## src/rtl/imem_fetch_pkg.sv

```systemverilog
// Shared types and constants for the instruction fetch sequencer.
// Contents: fetch FSM state enum, data/address widths, PC step,
//           and the {pc, instr} entry carried through the skid FIFO.
package imem_fetch_pkg;

  localparam int INSTR_W = 32;
  localparam int ADDR_W  = 32;
  localparam int PC_STEP = 4;

  typedef enum logic [1:0] {
    IDLE  = 2'd0,
    RUN   = 2'd1,
    DRAIN = 2'd2,
    HALT  = 2'd3
  } fetch_state_t;

  typedef struct packed {
    logic [ADDR_W-1:0]  pc;
    logic [INSTR_W-1:0] instr;
  } fetch_entry_t;

endpackage

```

## src/rtl/fetch_skid_fifo.sv

```systemverilog
// Purpose: 2-entry FIFO of {pc, instr}; head is a register, so outputs are registered.
// Latency: a pushed word is visible at head the cycle after the push edge.
// Backpressure: caller must never push into a full FIFO unless popping; flush wins over push/pop.
// Ports: clk, rst_n, push/push_entry, pop, flush in; count (0..2) and head out.
module fetch_skid_fifo
  import imem_fetch_pkg::*;
(
  input  logic         clk,
  input  logic         rst_n,
  input  logic         push,
  input  fetch_entry_t push_entry,
  input  logic         pop,
  input  logic         flush,
  output logic [1:0]   count,
  output fetch_entry_t head
);

  fetch_entry_t tail;

  always_ff @(posedge clk or negedge rst_n) begin
    if (!rst_n) begin
      count <= 2'd0;
      head  <= '0;
      tail  <= '0;
    end else if (flush) begin
      count <= 2'd0;
    end else begin
      unique case (count)
        2'd0: begin
          if (push) begin
            head  <= push_entry;
            count <= 2'd1;
          end
        end
        2'd1: begin
          if (push && pop) begin
            head <= push_entry;
          end else if (push) begin
            tail  <= push_entry;
            count <= 2'd2;
          end else if (pop) begin
            count <= 2'd0;
          end
        end
        default: begin
          // Full: the second entry slides into the head on a pop.
          if (pop) begin
            head <= tail;
            if (push) tail  <= push_entry;
            else      count <= 2'd1;
          end
        end
      endcase
    end
  end

endmodule

```

## src/rtl/imem_fetch_ctrl.sv

```systemverilog
// Purpose: fetch sequencer owning the PC; one word read per cycle into a 2-entry skid FIFO.
// Latency: fetch_en edge E0 -> first word valid after E2; redirect edge R -> target valid after R+2.
// Backpressure: if_ready low stops issue once 2 words are buffered; resumes at full rate.
// Ports: fetch_en/redirect_* control in; imem_addr out / imem_instr in to memory;
//        if_valid/if_ready/if_instr/if_pc to IF/ID; halted, err_misaligned, err_range status.
module imem_fetch_ctrl
  import imem_fetch_pkg::*;
#(
  parameter logic [31:0] RESET_PC  = 32'h0,
  parameter int          MEM_BYTES = 256
) (
  input  logic               clk,
  input  logic               rst_n,
  input  logic               fetch_en,
  output logic [ADDR_W-1:0]  imem_addr,
  input  logic [INSTR_W-1:0] imem_instr,
  output logic               if_valid,
  input  logic               if_ready,
  output logic [INSTR_W-1:0] if_instr,
  output logic [ADDR_W-1:0]  if_pc,
  input  logic               redirect_valid,
  input  logic [ADDR_W-1:0]  redirect_pc,
  output logic               halted,
  output logic               err_misaligned,
  output logic               err_range
);

  localparam logic [ADDR_W-1:0] LAST_WORD = ADDR_W'(MEM_BYTES - 4);

  fetch_state_t      state_q, state_d;
  logic [ADDR_W-1:0] pc_q, pc_d;
  logic              inflight_v_q, inflight_v_d;
  logic [ADDR_W-1:0] inflight_pc_q, inflight_pc_d;
  logic              err_mis_q, err_rng_q;
  logic              set_mis, set_rng;
  logic              flush, pop;
  logic [1:0]        count;
  logic [2:0]        occ;
  logic              issue_ok;
  fetch_entry_t      push_entry, head;

  assign pop        = if_valid & if_ready;
  assign push_entry = '{pc: inflight_pc_q, instr: imem_instr};
  // Words held or on their way, minus the one leaving this cycle, must leave room for one more.
  assign occ        = {1'b0, count} + {2'b0, inflight_v_q};
  assign issue_ok   = (occ <= (3'd1 + {2'b0, pop}));

  always_comb begin
    state_d       = state_q;
    pc_d          = pc_q;
    inflight_v_d  = 1'b0;
    inflight_pc_d = inflight_pc_q;
    flush         = 1'b0;
    set_mis       = 1'b0;
    set_rng       = 1'b0;

    unique case (state_q)
      IDLE: if (fetch_en) state_d = RUN;
      RUN: begin
        if (pc_q > LAST_WORD) begin
          set_rng = 1'b1;
          state_d = DRAIN;
        end else if (issue_ok) begin
          inflight_v_d  = 1'b1;
          inflight_pc_d = pc_q;
          pc_d          = pc_q + ADDR_W'(PC_STEP);
        end
      end
      DRAIN: if (count == 2'd0 && !inflight_v_q) state_d = HALT;
      HALT: ;
    endcase

    // A redirect overrides everything above, including the returning word and any pop.
    if (redirect_valid && (state_q == RUN || state_q == DRAIN)) begin
      flush        = 1'b1;
      inflight_v_d = 1'b0;
      set_rng      = 1'b0;
      if (redirect_pc[1:0] == 2'b00) begin
        pc_d    = redirect_pc;
        state_d = RUN;
      end else begin
        pc_d    = pc_q;
        set_mis = 1'b1;
        state_d = HALT;
      end
    end
  end

  always_ff @(posedge clk or negedge rst_n) begin
    if (!rst_n) begin
      state_q       <= IDLE;
      pc_q          <= RESET_PC;
      inflight_v_q  <= 1'b0;
      inflight_pc_q <= '0;
      err_mis_q     <= 1'b0;
      err_rng_q     <= 1'b0;
    end else begin
      state_q       <= state_d;
      pc_q          <= pc_d;
      inflight_v_q  <= inflight_v_d;
      inflight_pc_q <= inflight_pc_d;
      if (set_mis) err_mis_q <= 1'b1;
      if (set_rng) err_rng_q <= 1'b1;
    end
  end

  fetch_skid_fifo u_fifo (
    .clk        (clk),
    .rst_n      (rst_n),
    .push       (inflight_v_q),
    .push_entry (push_entry),
    .pop        (pop),
    .flush      (flush),
    .count      (count),
    .head       (head)
  );

  assign imem_addr      = pc_q;
  assign if_valid       = (count != 2'd0);
  assign if_instr       = head.instr;
  assign if_pc          = head.pc;
  assign halted         = (state_q == HALT);
  assign err_misaligned = err_mis_q;
  assign err_range      = err_rng_q;

endmodule

```

## config.mk

```make
export PLATFORM = sky130hd
export DESIGN_NAME = imem_fetch_ctrl
export DESIGN_NICKNAME = d
export VERILOG_FILES = /design/src/rtl/imem_fetch_pkg.sv /design/src/rtl/fetch_skid_fifo.sv /design/src/rtl/imem_fetch_ctrl.sv
export SDC_FILE = /design/constraint.sdc
export NUM_CORES = 1
export LEC_CHECK = 0
export CORE_AREA = 2 2 189 191
export CTS_CLUSTER_DIAMETER = 120
export CTS_CLUSTER_SIZE = 10
export DETAILED_ROUTE_END_ITERATION = 16
export DIE_AREA = 0 0 191 193
export PLACE_DENSITY_LB_ADDON = 0.25
export SYNTH_ARGS = -nofsm -noshare
export SYNTH_HDL_FRONTEND = slang
export SYNTH_SLANG_ARGS = --single-unit
export TNS_END_PERCENT = 100
```

## constraint.sdc

```tcl
create_clock -name clk -period 2.6 [get_ports clk]
set_input_delay 0.65 -clock clk [delete_from_list [all_inputs] [get_ports clk]]
set_output_delay 0.65 -clock clk [all_outputs]
set_load 0.03 [all_outputs]
```

* Word-level counts from Yosys, hierarchy flattened
Index checks and enable logic that the tools add are counted.
** Operators by class
- Add/sub/neg operators :: 3
- Magnitude comparators :: 2
- Equal/unequal tests :: 16
- Mux-type cells :: 37
- Bitwise logic cells :: 4
- Reductions and logical operators :: 21
** Operators with widths (count)
- 64-bit two-way mux :: 6
- 64-bit case mux with 2 select lines :: 2
- 32-bit two-way mux :: 5
- 32-bit by 3-bit adder with 32-bit output, second input constant :: 1
- 32-bit by 8-bit greater-than comparator with 1-bit output, second input constant :: 1
- 2-bit two-way mux :: 12
- 4-bit AND reduction :: 4
- 1-bit two-way mux :: 10
- 3-bit inequality test, second input constant :: 3
- 2-bit nonzero test :: 4
- 4-bit nonzero test :: 2
- 2-bit zero test :: 3
- 2-bit by 1-bit inequality test with 1-bit output, second input constant :: 3
- 3-bit by 2-bit inequality test with 1-bit output, second input constant :: 2
- 2-bit case mux with 3 select lines :: 1
- 5-bit AND reduction :: 1
- 2-bit by 1-bit == test with 1-bit output, second input constant :: 2
- 2-bit == test, second input constant :: 2
- 2-bit inequality test, second input constant :: 2
- 4-bit by 1-bit inequality test with 1-bit output, second input constant :: 1
- 4-bit inequality test, second input constant :: 1
- 2-bit case mux with 2 select lines :: 1
- 2-bit by 1-bit adder with 3-bit output :: 1
- 3-bit by 2-bit less-or-equal comparator with 1-bit output :: 1
- 8 further kinds :: 12
** Storage, ports and cells
- Flip-flop bits (word level) :: 199
- Input port bits :: 69
- Output and inout bits :: 100
- Logic and storage cells :: 94

* Depth between registers and ports, before layout
- Depth after elaboration :: 8
- Depth in mapped cells :: 11

* Cells and area by module
From an unflattened synthesis, not the netlist that was laid out.
** Second synthesis, totals
- Cells, all modules :: 976
- Area, all modules :: 10094.7 um2
** Modules (own cells, without submodules)
- fetch_skid_fifo :: times used 1, cells each 667, area each 6914.1 um2, sequential area each 3253.1 um2
- imem_fetch_ctrl :: times used 1, cells each 309, area each 3180.6 um2, sequential area each 1726.7 um2

* Worst setup path before layout
Ideal clock, no wire load.
- Kind :: register to register
- Start point :: reg u_fifo.count[1]
- End point :: reg inflight_pc_q[2]
- Library setup time :: 0.125 ns
- Arrival time :: 2.747 ns
- Slack :: -0.272 ns
- Cell stages (with the launch flop) :: 12
- Period minus slack after synthesis :: 2.872 ns
- Cell sequence :: dfrtp_1 > clkbuf_1 > nor2_1 > inv_1 > nand2_1 > inv_1 > fa_1 > o31a_1 > o21ai_0 > nor2_8 > buf_12 > mux2_4
** Between the ends
- Cells in the longest elaborated chain, start to end :: 5
** Ends and longest elaborated chain
- start, declared :: line fetch_skid_fifo.sv:14 : output logic [1:0] count,
- start signal, assigned :: line fetch_skid_fifo.sv:22 : count <= 2'd0;
- start signal, assigned :: line fetch_skid_fifo.sv:26 : count <= 2'd0;
- start signal, assigned :: line fetch_skid_fifo.sv:32 : count <= 2'd1;
- 2-bit nonzero test :: line imem_fetch_ctrl.sv:119 : assign if_valid = (count != 2'd0);
- via if_valid :: line imem_fetch_ctrl.sv:17 : output logic if_valid,
- 1-bit bitwise AND :: line imem_fetch_ctrl.sv:42 : assign pop = if_valid & if_ready;
- 1-bit by 1-bit adder with 2-bit output :: line imem_fetch_ctrl.sv:46 : assign issue_ok = (occ <= (3'd1 + {2'b0, pop}));
- 3-bit by 2-bit less-or-equal comparator with 1-bit output :: line imem_fetch_ctrl.sv:46
- 3-bit AND reduction (no source line)
- end signal, assigned :: line imem_fetch_ctrl.sv:101 : inflight_pc_q <= inflight_pc_d;
- end, declared :: line imem_fetch_ctrl.sv:33 : logic [ADDR_W-1:0] inflight_pc_q, inflight_pc_d;
The timed path passes the listed nets, and every way through them passes these cells.
A chain may end at the register's enable or synchronous reset.

* Final worst setup path
- Start point :: in if_ready
- End point :: reg inflight_pc_q[5]
** Between the ends
- Cells in the longest elaborated chain, start to end :: 4
** Ends and longest elaborated chain
- start, declared :: line imem_fetch_ctrl.sv:18 : input logic if_ready,
- 1-bit bitwise AND :: line imem_fetch_ctrl.sv:42
- 1-bit by 1-bit adder with 2-bit output :: line imem_fetch_ctrl.sv:46
- 3-bit by 2-bit less-or-equal comparator with 1-bit output :: line imem_fetch_ctrl.sv:46
- 3-bit AND reduction (no source line)
No other way between the ends.

==> impl_metrics.env <==
export IMPL_seq_area_sq_mm=0.00498
export IMPL_period_share=0.954
export IMPL_seq_area_frac_synth=0.579
export IMPL_hold_viol_final=0
export IMPL_netlist_area_sq_mm=0.00859
export IMPL_die_y_um=193
export IMPL_nets=1025
export IMPL_dp_hpwl_mm=15.4
export IMPL_crit_fanout=4
export IMPL_start_kind="input port"
export IMPL_layout_common_cells="198 x dfrtp_1, 166 x clkdlybuf4s50_1, 97 x nand2_1"
export IMPL_status="complete, no violations"
export IMPL_hp_class="in2async"
export IMPL_vdd_drop_max_uv=395
export IMPL_drc=0
export IMPL_leakage_nw=5.23
export IMPL_setup_viol_count_final=0
export IMPL_drive_gt1_frac=0.184
export IMPL_critical_path_top_delay_family="compound AO/OA/AOI/OAI gates"
export IMPL_worstMarginPinSlew_ns=0.741
export IMPL_area_delta_synth_final_pct=38.0
export IMPL_numCtsBuffers=17
export IMPL_synthTopCellsByArea="dfrtp_1 58%, mux2_2 8.6%, mux2i_1 7.6%"
export IMPL_die_area_sq_mm=0.0369
export IMPL_synth_distinct_cells=46
export IMPL_grt_first_pass_wirelength_mm=36.4
export IMPL_synth_seq_cells=199
export IMPL_syn_nets=823
export IMPL_vias=6273
export IMPL_r2r_end="inflight_pc_q[5]$_DFFE_PN0P_"
export IMPL_gr_total_overflow=0
export IMPL_first_pass_iters=4
export IMPL_max_stage_delay_ns=0.48
export IMPL_grt_max_degree=75
export IMPL_worst_clock_skew_ns=0.0119
export IMPL_fillers=3547
export IMPL_cts_hold_buf=0
export IMPL_relSlewSlack=0.506
export IMPL_die_w_um=191
export IMPL_grt_pass1_vias=6490
export IMPL_wirelength_mm=22.6
export IMPL_r2r_start="u_fifo.count[1]$_DFFE_PN0P_"
export IMPL_slew_viol_final=0
export IMPL_fmax_ghz=0.403
export IMPL_ff2ff_setup_slack_ns=0.16
export IMPL_multi_input_area_sq_mm=0.00344
export IMPL_rows=69
export IMPL_ios=169
export IMPL_path_class="in2reg"
export IMPL_fin_crit_ns=2.48
export IMPL_reg2regPathDepth=9
export IMPL_p_sw_mw=1.62
export IMPL_htreeDepth=4
export IMPL_synthArstFlopShare=1.00
export IMPL_antenna_found_initial=0
export IMPL_pwr_share_clk=0.423
export IMPL_comb_power_share=0.075
export IMPL_drt_iter0_drc=338
export IMPL_grt_util_all_layers=0.127
export IMPL_clockRootBuffer="clkbuf_16"
export IMPL_final_util=0.339
export IMPL_critPathCaptureType="flop"
export IMPL_yosysWarnings=0
export IMPL_ys_flop_type="dfrtp_1"
export IMPL_portBuffers=168
export IMPL_ant_nets=0
export IMPL_clkTransAtPathRegs_ns=0.08
export IMPL_p_sw_frac=0.257
export IMPL_cts_tree="built"
export IMPL_layout_commonest_cell="dfrtp_1"
export IMPL_num_antenna_cells=0
export IMPL_cts_buffer_depth=2
export IMPL_path_cells="clkdlybuf4s50_1 -> nand2_1 -> inv_1 -> fa_1 -> o31a_1 -> o21ai_2 -> nor2_4 -> mux2_4"
export IMPL_avgSynthCellArea_sq_um=11.6
export IMPL_yosysTopAreaCell="dfrtp_1"
export IMPL_finalHoldWorstSlack_ns=0.198
export IMPL_core_area_sq_mm=0.0350
export IMPL_power_density_mw_per_mm2=533
export IMPL_start_util=0.246
export IMPL_cts_sinks=199
export IMPL_rsz0062_at_grt="no"
export IMPL_routedWlPerCell_um=15.9
export IMPL_slowest_stage="clkdlybuf4s50_1"
export IMPL_critPathArrivalTime_ns=2.80
export IMPL_synth_top_area_frac=0.579
export IMPL_gp_congestion=0.759
export IMPL_worstSkewPairLatency_ns=0.44
export IMPL_p_int_mw=4.70
export IMPL_synth_edf_count=0
export IMPL_viasPerCell=4.42
export IMPL_cap_violations=0
export IMPL_critPathBufInv=2
export IMPL_required_ns=2.92
export IMPL_power_frac_seq=0.502
export IMPL_synth_cells=744
-- sequential cells by signal, indices dropped and copies added (netlist names), 2 cells and up --
| signal | flops |
|---|---|
| u_fifo.head | 64 |
| state_q | 2 |
| imem_addr | 32 |
| u_fifo.tail | 64 |
| inflight_pc_q | 32 |
| u_fifo.count | 2 |
-- worst register-to-register path, stage by stage, from the launching register on --
cell and delay [ns]:
dfrtp_4 0.48, nor2_2 0.12, inv_2 0.05, nand2_1 0.09, inv_1 0.06, fa_1 0.48, o31a_1 0.28, o21ai_2 0.34
nor2_4 0.13, mux2_4 0.31
-- timing repair --
item / 4_1_cts / 5_1_grt
endpoints found under the setup margin: 0 / 39
gates resized for setup: 0 / 5
setup buffers: 0 / 0
-- worst max path at each step --
stage	from	end	slack [ns]	cells after the start
global placement	if_ready	inflight_pc_q[0]$_DFFE_PN0P_	-0.44	9
global route	if_ready	imem_addr[4]$_DFFE_PN0P_	0.01	11
CTS	u_fifo.count[1]$_DFFE_PN0P_	inflight_pc_q[0]$_DFFE_PN0P_	0.04	10
floorplan	u_fifo.count[1]$_DFFE_PN0P_	imem_addr[3]$_DFFE_PN0P_	0.006	10
detailed placement	if_ready	inflight_pc_q[0]$_DFFE_PN0P_	-0.41	9
finish	if_ready	inflight_pc_q[5]$_DFFE_PN0P_	0.12	8
-- metrics by stage --
step           setup TNS [ns]  total power [mW]  instances  setup WS [ns]  area [sq um]
2_1_floorplan               0              3.39        744        0.00563          8600
3_3_place_gp           -15.65              3.72       1387         -0.444         11200
3_5_place_dp           -14.17              3.72       1387         -0.411         11200
4_1_cts                     0              6.44       1419         0.0390         11800
5_1_grt                     0              6.60       1420         0.0101         11900
6_report                    0              6.32       1420          0.119         11900
-- layout make-up --
type | instances | area share
Clock buffer | 20 | 0.0385
Clock inverter | 12 | 0.0109
Inverter | 14 | 0.00443
Multi-Input combinational cell | 490 | 0.290
Sequential cell | 199 | 0.420
Tap cell | 461 | 0.0487
Timing Repair Buffer | 224 | 0.187
-- layer usage --
metal  up-vias  global-route usage  share of wire  wire length (um)
li1       3025                   -              -                 -
met1      3101               0.170           0.47             10600
met2       129               0.199           0.46             10500
met3        18              0.0310          0.052              1180
met4         0              0.0504          0.014               324
met5         -                   0              0                 0
-- cell families (layout without fill, tap and decap cells) --
| family | after synthesis | in the layout | synth area share |
|---|---|---|---|
| flops | 199 | 199 | 0.579 |
| fa+ha+maj | 10 | 10 | 0.0154 |
| mux | 138 | 138 | 0.174 |
| simple gates | 201 | 202 | 0.108 |
| compound gates | 140 | 140 | 0.0933 |
| buf+inv | 56 | 270 | 0.0294 |
-- Yosys cell counts (2+ instances only) --
| master | instances |
|---|---|
| o32ai_1 | 2 |
| buf_1 | 5 |
| o22ai_1 | 12 |
| buf_2 | 15 |
| and2_1 | 5 |
| nand4b_1 | 2 |
| ha_1 | 9 |
| nor3_1 | 6 |
| nor4_1 | 9 |
| o221ai_1 | 4 |
| o211ai_1 | 4 |
| inv_1 | 14 |
| nand3_1 | 17 |
| clkbuf_1 | 20 |
| nor2b_1 | 25 |
| dfrtp_1 | 199 |
| mux2_4 | 6 |
| mux2i_1 | 65 |
| nand2_1 | 97 |
| o21ai_0 | 78 |
| a21oi_1 | 26 |
| nor2_1 | 30 |
| nand4_1 | 6 |
| mux2_2 | 66 |
-- power by group through the flow --
stage | Clock (mW) | Sequential, mW | Combinational, mW
after floorplan | 0 | 3.34 | 0.0483
after global placement | 0 | 3.23 | 0.486
after detailed placement | 0 | 3.23 | 0.485
after CTS | 2.78 | 3.17 | 0.487
after global routing | 2.90 | 3.18 | 0.519
final | 2.67 | 3.17 | 0.476
No activity file was read; power rests on OpenSTA's default activity.
